[config.mk]
export PLATFORM = sky130hd
export DESIGN_NAME = pipe_trace_rec
export DESIGN_NICKNAME = d
export VERILOG_FILES = /design/src/rtl/trace_pkg.sv /design/src/rtl/trace_fifo.sv /design/src/rtl/pipe_trace_rec.sv
export SDC_FILE = /design/constraint.sdc
export NUM_CORES = 1
export LEC_CHECK = 0
export CORE_MARGIN = 2
export CORE_UTILIZATION = 25
export CTS_CLUSTER_DIAMETER = 80
export CTS_CLUSTER_SIZE = 14
export DETAILED_ROUTE_END_ITERATION = 16
export SLEW_MARGIN = 20
export SYNTH_ARGS = -nofsm -noshare
export SYNTH_HDL_FRONTEND = slang
export SYNTH_SLANG_ARGS = --single-unit
[constraint.sdc]
create_clock -name clk -period 15.7 [get_ports clk]
set_input_delay 2.355 -clock clk [delete_from_list [all_inputs] [get_ports clk]]
set_output_delay 2.355 -clock clk [all_outputs]
set_load 0.03 [all_outputs]
[src/rtl/trace_pkg.sv]
// Record layout helpers for the pipeline trace recorder. The RTL, Konata writers
// and the bench all decode records through these offsets.
package trace_pkg;

  function automatic int rec_w(input int ns, input int idw, input int gw);
    return gw + 2 * ns + (ns + 1) * idw + 1;
  endfunction

  function automatic int ret_lsb();
    return 0;
  endfunction

  function automatic int ret_v_bit(input int idw);
    return idw;
  endfunction

  function automatic int id_lsb(input int s, input int idw);
    return idw + 1 + s * idw;
  endfunction

  function automatic int flush_lsb(input int ns, input int idw);
    return idw + 1 + ns * idw;
  endfunction

  function automatic int new_lsb(input int ns, input int idw);
    return flush_lsb(ns, idw) + ns;
  endfunction

  function automatic int gap_lsb(input int ns, input int idw);
    return new_lsb(ns, idw) + ns;
  endfunction

endpackage

[src/rtl/trace_fifo.sv]
// Synchronous record FIFO with a valid/ready read port. A push into a full FIFO
// is accepted only when the head is popped in the same cycle.
module trace_fifo #(
  parameter int DEPTH = 8,
  parameter int WIDTH = 8
) (
  input  logic             clk,
  input  logic             reset,
  input  logic             push_i,
  input  logic [WIDTH-1:0] push_data_i,
  output logic             push_ok_o,
  output logic             rd_valid_o,
  input  logic             rd_ready_i,
  output logic [WIDTH-1:0] rd_data_o
);

  localparam int AW = $clog2(DEPTH);
  localparam int PW = AW + 1;

  logic [WIDTH-1:0] mem_q [DEPTH];
  logic [PW-1:0]    wr_ptr_q, wr_ptr_d, rd_ptr_q, rd_ptr_d;
  logic             empty_q, full_q, pop;

  assign pop       = rd_ready_i & ~empty_q;
  assign push_ok_o = push_i & (~full_q | pop);

  always_comb begin
    wr_ptr_d = wr_ptr_q + PW'(push_ok_o);
    rd_ptr_d = rd_ptr_q + PW'(pop);
  end

  // NOTE: sequential state uses non-blocking assignments so every register
  // samples the pre-edge values regardless of statement order.
  always_ff @(posedge clk) begin
    if (!reset) begin
      wr_ptr_q <= '0;
      rd_ptr_q <= '0;
      empty_q  <= 1'b1;
      full_q   <= 1'b0;
    end else begin
      wr_ptr_q <= wr_ptr_d;
      rd_ptr_q <= rd_ptr_d;
      empty_q  <= (wr_ptr_d == rd_ptr_d);
      full_q   <= (wr_ptr_d[AW] != rd_ptr_d[AW]) &&
                  (wr_ptr_d[AW-1:0] == rd_ptr_d[AW-1:0]);
    end
  end

  // NOTE: storage is not reset; the pointers alone define which entries are valid.
  always_ff @(posedge clk) begin
    if (push_ok_o) mem_q[wr_ptr_q[AW-1:0]] <= push_data_i;
  end

  assign rd_valid_o = ~empty_q;
  assign rd_data_o  = mem_q[rd_ptr_q[AW-1:0]];

endmodule

[src/rtl/pipe_trace_rec.sv]
// Pipeline trace recorder: follows instruction IDs through NUM_STAGES stages and
// packs each cycle's entry/flush/retire events into one gap-compressed record.
module pipe_trace_rec
  import trace_pkg::*;
#(
  parameter  int NUM_STAGES = 4,
  parameter  int ID_W       = 16,
  parameter  int GAP_W      = 12,
  parameter  int DEPTH      = 8,
  localparam int REC_W      = rec_w(NUM_STAGES, ID_W, GAP_W)
) (
  input  logic                  clk,
  input  logic                  reset,
  input  logic                  trace_en,
  input  logic [NUM_STAGES-1:0] stage_new,
  input  logic [NUM_STAGES-1:0] stage_flush,
  input  logic                  retire,
  output logic                  rec_valid,
  input  logic                  rec_ready,
  output logic [REC_W-1:0]      rec_data,
  output logic                  overflow,
  output logic [15:0]           drop_cnt
);

  localparam int LAST      = NUM_STAGES - 1;
  localparam int GAP_LSB   = gap_lsb(NUM_STAGES, ID_W);
  localparam int NEW_LSB   = new_lsb(NUM_STAGES, ID_W);
  localparam int FLUSH_LSB = flush_lsb(NUM_STAGES, ID_W);
  localparam logic [GAP_W-1:0] GAP_MAX = '1;

  logic [ID_W-1:0]       next_id_q;
  logic [ID_W-1:0]       id_q   [NUM_STAGES];
  logic [ID_W-1:0]       cur_id [NUM_STAGES];
  logic [NUM_STAGES-1:0] occ_q, occ_d, leave, flush_ev;
  logic [GAP_W-1:0]      gap_q, gap_d;
  logic                  ret_ev, push_req, push_ok, drop;
  logic                  overflow_q;
  logic [15:0]           drop_cnt_q;
  logic [REC_W-1:0]      rec;

  for (genvar s = 0; s < NUM_STAGES; s++) begin : g_stage
    if (s == 0) begin : g_fetch
      assign cur_id[s] = stage_new[s] ? next_id_q : id_q[s];
    end else begin : g_follow
      assign cur_id[s] = stage_new[s] ? id_q[s-1] : id_q[s];
    end
  end

  // NOTE: every signal driven here gets a default first, so no path can infer a latch.
  always_comb begin
    leave       = '0;
    leave[LAST] = retire;
    for (int s = 0; s < LAST; s++) leave[s] = stage_new[s+1];
    flush_ev = stage_flush & occ_q;
    // A flush of the last stage squashes the instruction, so it cannot also retire.
    ret_ev   = retire & occ_q[LAST] & ~stage_flush[LAST];
    occ_d    = stage_new | (occ_q & ~stage_flush & ~leave);
    push_req = trace_en & ((|stage_new) | (|flush_ev) | ret_ev | (gap_q == GAP_MAX));
    drop     = push_req & ~push_ok;
    if (push_ok)               gap_d = GAP_W'(1);
    else if (gap_q == GAP_MAX) gap_d = gap_q;
    else                       gap_d = gap_q + GAP_W'(1);
  end

  always_comb begin
    rec = '0;
    rec[GAP_LSB +: GAP_W]        = gap_q;
    rec[NEW_LSB +: NUM_STAGES]   = stage_new;
    rec[FLUSH_LSB +: NUM_STAGES] = flush_ev;
    for (int s = 0; s < NUM_STAGES; s++) rec[id_lsb(s, ID_W) +: ID_W] = cur_id[s];
    rec[ret_v_bit(ID_W)]         = ret_ev;
    rec[ret_lsb() +: ID_W]       = ret_ev ? id_q[LAST] : '0;
  end

  always_ff @(posedge clk) begin
    if (!reset) begin
      next_id_q  <= '0;
      occ_q      <= '0;
      gap_q      <= '0;
      overflow_q <= 1'b0;
      drop_cnt_q <= '0;
      for (int s = 0; s < NUM_STAGES; s++) id_q[s] <= '0;
    end else begin
      if (stage_new[0]) next_id_q <= next_id_q + ID_W'(1);
      for (int s = 0; s < NUM_STAGES; s++) id_q[s] <= cur_id[s];
      occ_q <= occ_d;
      gap_q <= gap_d;
      if (drop) begin
        overflow_q <= 1'b1;
        if (drop_cnt_q != 16'hFFFF) drop_cnt_q <= drop_cnt_q + 16'd1;
      end
    end
  end

  trace_fifo #(
    .DEPTH (DEPTH),
    .WIDTH (REC_W)
  ) u_fifo (
    .clk         (clk),
    .reset       (reset),
    .push_i      (push_req),
    .push_data_i (rec),
    .push_ok_o   (push_ok),
    .rd_valid_o  (rec_valid),
    .rd_ready_i  (rec_ready),
    .rd_data_o   (rec_data)
  );

  assign overflow = overflow_q;
  assign drop_cnt = drop_cnt_q;

endmodule

==> results of run 1 <==
## cell usage after synthesis (all sizes together), types with 12 or more instances
master / n
mux2: 165
clkbuf: 60
a21oi: 18
and2: 95
nand3: 17
nor2: 37
mux4: 202
nand2: 25
dfxtp: 123
buf: 29
xor2: 25
edfxtp: 808
nand4: 12
## flip-flops by register name, summed over array words and instances, names as in the netlist
register / flops
u_fifo.mem_q: 808
id_q: 64
drop_cnt: 16
next_id_q: 16
gap_q: 12
occ_q: 4
u_fifo.rd_ptr_q: 4
u_fifo.wr_ptr_q: 4
overflow: 1
u_fifo.empty_q: 1
u_fifo.full_q: 1
## path summary, 6_finish.rpt
kind | startpoint | end | slack [ns] | depth (start not counted)
setup reg to reg | occ_q[3] | u_fifo.mem_q[7][36] | 11.76 | 7
hold reg to reg | overflow | overflow | 0.46 | 2
hold / removal | overflow | overflow | 0.46 | 2
setup / recovery | u_fifo.rd_ptr_q[0] | rec_data[77] | 8.74 | 5
## cell families (layout without fill, tap and decap cells)
logic type / Yosys count / count (layout) / share of synthesized area
AO/OA/AOI/OAI: 46 / 46 / 0.00891
adder cells (fa/ha/maj): 7 / 7 / 0.00246
other: 0 / 1 / 0
XOR/XNOR: 28 / 28 / 0.00690
flip-flops: 931 / 931 / 0.752
buffers and inverters: 99 / 310 / 0.0115
AND/OR/NAND/NOR: 235 / 235 / 0.0371
multiplexers: 371 / 371 / 0.181
## cell type report
type                            count  area (um2)  area share
Multi-Input combinational cell    687        8460       0.204
Timing Repair Buffer              163        1580      0.0380
Tap cell                         1890        2360      0.0570
Inverter                           10        38.8    0.000935
Antenna cell                        1        2.50   0.0000603
Clock buffer                      127        2110      0.0510
Sequential cell                   931       26700       0.645
Clock inverter                     10         170     0.00410
## routing by layer
metal | GRT usage | share of wire | vias to the layer above
met2 | 0.187 | 0.50 | 411
met3 | 0.0190 | 0.049 | 109
met4 | 0.0283 | 0.021 | 2
met5 | 0 | 0.00016 | -
met1 | 0.148 | 0.43 | 8968
li1 | - | - | 7265
## report_power, final
part           total, mW  internal [mW]  switching, mW
clock network       1.80          0.937          0.862
logic              0.593          0.270          0.323
registers           2.74           2.71         0.0265
## worst register-to-register path: cells and delay by family (launching register included)
kind                   cells  cell delay [ns]
AOI/OAI and AO/OA          1             0.22
buffers and inverters      3             1.76
DFF                        1             0.36
and+or+nand+nor            3             1.11
## metrics by stage
step	cells	hold slack [ns]
2_1_floorplan	1717	0.468
3_3_place_gp	3679	0.437
3_5_place_dp	3680	0.446
4_1_cts	3817	0.463
5_1_grt	3818	0.488
6_report	3819	0.460
==> run_results.csv, run 1 <==
group,metric,value,unit
outcome,status,"finished clean",
synthesis,yosys-top-cells-area,"edfxtp_1 (68%), mux4_2 (13%), dfxtp_1 (6.9%)",
die,ios,132,
layout,fin_area,0.0415,mm2
synthesis,synth.avg_cell_area,20.7,um2
clock_network,ctsHoldBuffers,0,
timing,rsz0062_at_grt,"false",
drt,drtIter0Drc,1271,
layout,final_cell_mix,"edfxtp_1 (808), mux4_2 (202), mux2_2 (165)",
timing,max_freq,144,MHz
synthesis,yosysUniqueCellTypes,51,
drt,routed-via-count,16800,
die,fp.dieArea,0.145,mm2
synthesis,synth_cells,1717,
place,dpl_cell_area,0.0392,mm2
global_route,grt_pass1_vias,17600,
global_route,grtUsageTotal,0.111,
place,place_ws,9.12,ns
drt,routed_wl,81400,um
worst_hold_path,hold_class,"register to register",
die,dieHeight,381,um
layout,drive_gt1_frac,0.260,
timing,finalCriticalPeriod,6.96,ns
place,hpwl,48400,um
layout,final_nets,1890,
synthesis,synth_area,0.0355,mm2
layout,nFillCells,13700,
clock_network,cts.sinks,931,
critical_path,worstPathArrival,4.61,ns
critical_path,crit_chain,"buf_12, buf_4, mux4_2, mux2_2, clkdlybuf4s50_1",
timing,setup-violations-final,0,
timing,fin_crit_sh,0.444,
clock_network,clkTransAtPathRegs,0.07,ns
clock_network,cts_resized,0,
clock_network,cts_buffer_depth,3,
clock_network,postCtsSetupRepairBufs,0,
global_route,gr-total-overflow,0,
clock_network,clk_latency,0.64,ns
critical_path,crit_type,"register to primary output",
timing,fin_skew,0.0256,ns
die,placementRows,138,
timing,drv_slew,0,
synthesis,yosys.area.top_type,"edfxtp_1",
critical_path,crit_slowest_cell,"buf_4",
layout,postLayoutCoreUtil,0.293,
power_and_ir_drop,power.density,124,mW/mm2
die,chipWidth,381,um
place,port_buffers,131,
clock_network,htree_levels,3,
place,gp_congestion,0.757,
die,initial_utilization,0.251,
critical_path,worst_setup_path_end_kind,"primary output",
synthesis,synth_nets,1737,
drt,antenna_left,0,
critical_path,critPathMaxStageDelay,0.84,ns
synthesis,synth_ff_type,"edfxtp_1",
clock_network,root_buffer,"clkbuf_16",
clock_network,tritoncts,"yes",
synthesis,synth_top_area_frac,0.683,
synthesis,synth_edf_count,808,
power_and_ir_drop,p_leak,12.9,nW
layout,area_growth,16.6,%
power_and_ir_drop,total_power,5.13,mW
job,max-cap-violations,0,
timing,fin_ws,8.74,ns
critical_path,worstPathMaxFanout,91,
global_route,antenna_found_initial,6,
critical_path,crit_path_start_kind,"register",
drt,vias_per_cell,4.39,
global_route,grt_max_degree,92,
global_route,grt_pass1_wl,121000,um
synthesis,ys_warn_count,0,
critical_path,crit_required,13.35,ns
timing,hold_viol_final,0,
layout,final_common_cell,"edfxtp_1",
critical_path,worst-path-buf-inv,3,
critical_path,cp_top_family,"buffers and inverters",
synthesis,async_flop_share,0,
power_and_ir_drop,vdd_drop_max,0.0000821,V
drt,first_pass_iters,5,
timing,worst_pin_slew,1.10,ns
synthesis,synth_seq_cells,931,
drt,remaining_drc_errors,0,
timing,max_slew_margin,0.264,
clock_network,cts_made_buffers,77,
synthesis,ys_seq_area_frac,0.752,
timing,setup_tns,0,ns
die,core-area,0.141,mm2
drt,wl_per_cell,21.3,um
Note: power is estimated with default switching activity, not from simulation.
==> run 2: changes to the inputs <==
==> constraint.sdc (replaced) <==
create_clock -name clk -period 6.2 [get_ports clk]
set_input_delay 0.93 -clock clk [delete_from_list [all_inputs] [get_ports clk]]
set_output_delay 0.93 -clock clk [all_outputs]
set_load 0.03 [all_outputs]
==> run 2 against run 1 <==
Compared with the run above:
- register-to-register slack got worse by 8.7 ns
- clock-buffer cell count is 5 higher
- utilization up 0.11 points
- worst hold slack got worse by 0.012 ns
- combinational power rose to 2.5 times the previous value
- first-iteration DRC count fell by 12%
- clock skew rose by 0.0089 ns
- sequential power increased to 2.5 times the previous value
- design area up 0.37%
- critical path type unchanged
- highest routed layer unchanged
==> run_results.csv, run 2 (same netlist as run 1, synthesis figures left out) <==
group,metric,value,unit
layout,area_growth,17.1,%
power_and_ir_drop,vdd_drop_max,0.000256,V
layout,largest_reg_flops,808,
timing,fin_crit_sh,0.756,
clock_network,cts_buffer_depth,3,
layout,final_common_cell,"edfxtp_1",
power_and_ir_drop,combinationalPowerShare,0.115,
drt,first_pass_iters,5,
timing,worst_pin_slew,1.02,ns
die,ios,132,
die,initial_utilization,0.251,
power_and_ir_drop,swShare,0.233,
timing,drv_slew,0,
timing,finalCriticalPeriod,4.69,ns
clock_network,root_buffer,"clkbuf_16",
layout,drive_gt1_frac,0.259,
clock_network,cts_resized,0,
timing,setup-violations-final,0,
clock_network,postCtsSetupRepairBufs,0,
place,hpwl,47400,um
die,placementRows,138,
clock_network,htree_levels,3,
drt,wl_per_cell,21.8,um
critical_path,crit_required,5.27,ns
power_and_ir_drop,switchingPower,3.03,mW
drt,antenna_left,0,
drt,wl_met2,42700,um
clock_network,cts.sinks,931,
die,chipWidth,381,um
timing,hold_viol_final,0,
die,fp.dieArea,0.145,mm2
drt,routed-via-count,16600,
timing,max_slew_margin,0.323,
drt,drtIter0Drc,1121,
clock_network,clkTransAtPathRegs,0.06,ns
drt,wl_met1,35800,um
global_route,antenna_found_initial,5,
drt,wl_met3,3410,um
clock_network,tritoncts,"yes",
critical_path,r2r_slack,3.04,ns
global_route,grt_pass1_wl,121000,um
global_route,grtUsageTotal,0.113,
drt,highest_layer,"met5",
global_route,gr-total-overflow,0,
clock_network,ctsHoldBuffers,0,
drt,routed_wl,83100,um
clock_network,clk_latency,0.66,ns
critical_path,crit_path_start_kind,"register",
critical_path,worst_setup_path_end_kind,"primary output",
layout,final_cell_mix,"edfxtp_1 (808), mux4_2 (202), mux2_2 (165)",
critical_path,worstPathMaxFanout,36,
power_and_ir_drop,power_frac_seq,0.535,
worst_hold_path,hold_class,"register to register",
global_route,grt_max_degree,83,
critical_path,crit_type,"register to primary output",
timing,whs,0.448,ns
layout,antenna_cells,0,
layout,postLayoutCoreUtil,0.294,
power_and_ir_drop,clock_power_share,0.350,
power_and_ir_drop,p_leak,12.9,nW
critical_path,worstPathArrival,3.76,ns
layout,final_nets,1888,
timing,fin_skew,0.0345,ns
clock_network,cts_made_buffers,77,
die,dieHeight,381,um
timing,max_freq,213,MHz
place,port_buffers,131,
global_route,grt_pass1_vias,17500,
outcome,status,"finished clean",
drt,vias_per_cell,4.34,
place,gp_congestion,0.707,
job,max-cap-violations,0,
drt,remaining_drc_errors,0,
die,core-area,0.141,mm2
power_and_ir_drop,power.internal,9.96,mW
power_and_ir_drop,power.density,312,mW/mm2
timing,rsz0062_at_grt,"false",
==> run 2: path summary, 6_finish.rpt <==
check,startpoint,cells after the start,endpoint
setup / recovery,u_fifo.rd_ptr_q[0],4,rec_data[27]
setup reg to reg,gap_q[0],7,u_fifo.mem_q[3][57]
hold / removal,overflow,2,overflow
hold reg to reg,overflow,2,overflow
==> run 2: through the flow <==
step	area, um2	setup WS (ns)	std cells	setup TNS, ns	power [mW]
after floorplan	35600	-1.79	1717	-946.55	8.06
after global placement	39300	2.11	3679	0	8.61
after detailed placement	39300	2.07	3679	0	8.62
after CTS	41600	1.34	3818	0	13.2
after global routing	41600	1.25	3818	0	13.5
final	41600	1.51	3818	0	13.0
==> run 2: power by group through the flow <==
stage	registers, mW	clock network (mW)	logic, mW
after floorplan	7.05	0	1.01
after global placement	7.07	0	1.53
after detailed placement	7.09	0	1.54
after CTS	6.95	4.70	1.55
after global routing	6.96	4.92	1.59
final	6.94	4.55	1.49
==> run 2: layout make-up <==
| cell class | instances | area (um2) |
|---|---|---|
| clock buffer | 132 | 2160 |
| timing repair buffer | 161 | 1660 |
| tap | 1890 | 2360 |
| inverter | 10 | 38.8 |
| fill | 13600 | 99800 |
| clock inverter | 7 | 134 |
| sequential | 931 | 26700 |
| multi-input combinational | 687 | 8520 |
==> run 2: worst max-delay path: stages (launching register included) <==
cell and delay, ns:
dfxtp_4 0.85, buf_4 0.72, mux4_2 0.58, mux2_2 0.31
clkdlybuf4s50_1 0.61
==> run 2: metal layers <==
layer,vias up,GRT usage
met1,8933,0.143
met3,84,0.0194
met4,6,0.0267
met2,314,0.200
met5,-,0
li1,7246,-
==> run 3: changes to the inputs <==
==> constraint.sdc (replaced) <==
create_clock -name clk -period 3.89 [get_ports clk]
set_input_delay 0.5835 -clock clk [delete_from_list [all_inputs] [get_ports clk]]
set_output_delay 0.5835 -clock clk [all_outputs]
set_load 0.03 [all_outputs]
==> run 3 against run 2 <==
Compared with the run above:
- sequential share of layout area fell by 0.33 points
- clock skew shrank 0.00093 ns
- power grew 60%
- first-iteration DRC count up 7.6%
- register-to-register slack worse by 2.2 ns
- clock-buffer cell count is 1 higher
- final cell count up 0.39%
- die area stayed put
- design area grew 0.52%
- worst setup slack lost 1.3 ns
- combinational power is 68% higher
- highest routed layer is now met4
==> run_results.csv, run 3 (same netlist as run 1, synthesis figures left out) <==
group,metric,value,unit
clock_network,tritoncts,"yes",
layout,final_cell_mix,"edfxtp_1 (808), mux4_2 (202), mux2_2 (165)",
job,max-cap-violations,0,
timing,fin_skew,0.0336,ns
clock_network,postCtsSetupRepairBufs,0,
drt,routed-via-count,16800,
layout,postLayoutCoreUtil,0.296,
clock_network,ctsHoldBuffers,0,
layout,largest_reg_flops,808,
worst_hold_path,holdCritStartpoint,"overflow",
layout,final_common_cell,"edfxtp_1",
power_and_ir_drop,switchingPower,4.84,mW
layout,fin_area,0.0418,mm2
power_and_ir_drop,swShare,0.233,
critical_path,crit_required,3.31,ns
die,dieHeight,381,um
timing,fin_ws,0.255,ns
timing,setup_tns,0,ns
power_and_ir_drop,clock_power_share,0.348,
critical_path,critPathMaxStageDelay,0.65,ns
timing,fin_crit_sh,0.934,
timing,rsz0062_at_grt,"false",
clock_network,cts_made_buffers,77,
clock_network,clkTransAtPathRegs,0.06,ns
die,placementRows,138,
layout,nFillCells,13600,
critical_path,r2r_start,"gap_q[1]",
clock_network,cts_buffer_depth,3,
power_and_ir_drop,vdd_drop_max,0.000311,V
power_and_ir_drop,power_frac_seq,0.532,
critical_path,crit_slowest_cell,"clkdlybuf4s50_1",
drt,remaining_drc_errors,0,
drt,drtIter0Drc,1206,
layout,drive_gt1_frac,0.265,
timing,finalCriticalPeriod,3.63,ns
global_route,gr-total-overflow,0,
layout,antenna_cells,0,
layout,seq_area,0.0267,mm2
critical_path,r2r-end,"u_fifo.mem_q[3][47]",
place,gp_congestion,0.737,
power_and_ir_drop,power.internal,15.9,mW
clock_network,htree_levels,3,
place,port_buffers,131,
global_route,antenna_found_initial,9,
die,ios,132,
outcome,status,"finished clean",
layout,multiInputGateArea,0.00853,mm2
timing,setup-violations-final,0,
place,place_ws,0.224,ns
place,hpwl,49200,um
drt,wl_per_cell,21.8,um
place,dpl_cell_area,0.0396,mm2
critical_path,worstPathArrival,3.05,ns
timing,hold_viol_final,0,
drt,vias_per_cell,4.38,
drt,routed_wl,83400,um
timing,worst_pin_slew,0.740,ns
die,core-area,0.141,mm2
layout,final_nets,1901,
timing,max_slew_margin,0.507,
clock_network,cts_resized,0,
drt,antenna_left,0,
clock_network,cts.sinks,931,
layout,area_growth,17.7,%
power_and_ir_drop,p_leak,13.0,nW
global_route,grt_pass1_wl,122000,um
power_and_ir_drop,power.density,496,mW/mm2
die,initial_utilization,0.251,
critical_path,r2r_slack,0.89,ns
die,fp.dieArea,0.145,mm2
timing,max_freq,275,MHz
worst_hold_path,hold_class,"register to register",
global_route,grtUsageTotal,0.113,
die,chipWidth,381,um
power_and_ir_drop,combinationalPowerShare,0.120,
timing,drv_slew,0,
critical_path,worst_setup_path_end_kind,"primary output",
global_route,grt_max_degree,76,
critical_path,r2r_cells,7,
critical_path,crit_chain,"buf_4, mux4_2, mux2_2, clkdlybuf4s50_1",
drt,first_pass_iters,5,
critical_path,worstSetupEndpoint,"rec_data[78]",
critical_path,worstPathMaxFanout,22,
clock_network,root_buffer,"clkbuf_16",
critical_path,startpoint,"u_fifo.rd_ptr_q[0]",
clock_network,clk_latency,0.63,ns
global_route,grt_pass1_vias,17600,
critical_path,crit_path_start_kind,"register",
critical_path,crit_type,"register to primary output",
[run 3: changes by cell type in the layout (fill, tap and decap cells not counted), moves of 2 or more]
cell       before  now
buf_12         11   23
buf_4          19   21
clkinv_16       2    0
clkinv_8        4    2
inv_6           1    3
[run 3: worst min path at each step]
| stage | slack [ns] | end | cells after the start |
|---|---|---|---|
| 2_1_floorplan | 0.47 | next_id_q[7] | 2 |
| 3_3_place_gp | 0.44 | overflow | 2 |
| 3_5_place_dp | 0.46 | overflow | 2 |
| 4_1_cts | 0.47 | overflow | 2 |
| 5_1_grt | 0.49 | overflow | 2 |
| 6_report | 0.46 | overflow | 2 |
[run 3: power groups by stage]
| stage | clock, mW | sequential [mW] | combinational (mW) |
|---|---|---|---|
| after floorplan | 0 | 11.2 | 1.62 |
| after global placement | 0 | 11.2 | 2.58 |
| after detailed placement | 0 | 11.2 | 2.58 |
| after CTS | 7.41 | 11.0 | 2.60 |
| after global routing | 7.77 | 11.0 | 2.67 |
| final | 7.22 | 11.0 | 2.50 |
[run 3: area by class of cell]
| type | instances | share of cell area |
|---|---|---|
| inverter | 10 | 0.000897 |
| multi-input combinational | 687 | 0.204 |
| sequential | 931 | 0.639 |
| clock inverter | 8 | 0.00185 |
| tap | 1890 | 0.0565 |
| clock buffer | 133 | 0.0521 |
| timing repair buffer | 174 | 0.0458 |
[run 3: through the flow]
stage | cells | hold WS [ns] | total power [mW]
6_report | 3833 | 0.461 | 20.7
5_1_grt | 3833 | 0.488 | 21.5
4_1_cts | 3833 | 0.467 | 21.0
3_5_place_dp | 3692 | 0.457 | 13.8
3_3_place_gp | 3691 | 0.440 | 13.8
2_1_floorplan | 1717 | 0.468 | 12.8
[run 3: per-layer routing]
layer | wire (um) | global-route usage | vias to the layer above
met5 | 0 | 0 | -
met4 | 1680 | 0.0291 | 0
met3 | 4390 | 0.0208 | 90
met2 | 41800 | 0.194 | 422
met1 | 35500 | 0.146 | 8997
li1 | - | - | 7291
[run 3: critical path: cells and delay by family (launching register included)]
kind | cells | cell delay, ns
buffers and inverters | 2 | 1.10
muxes | 2 | 0.88
DFF | 1 | 0.44
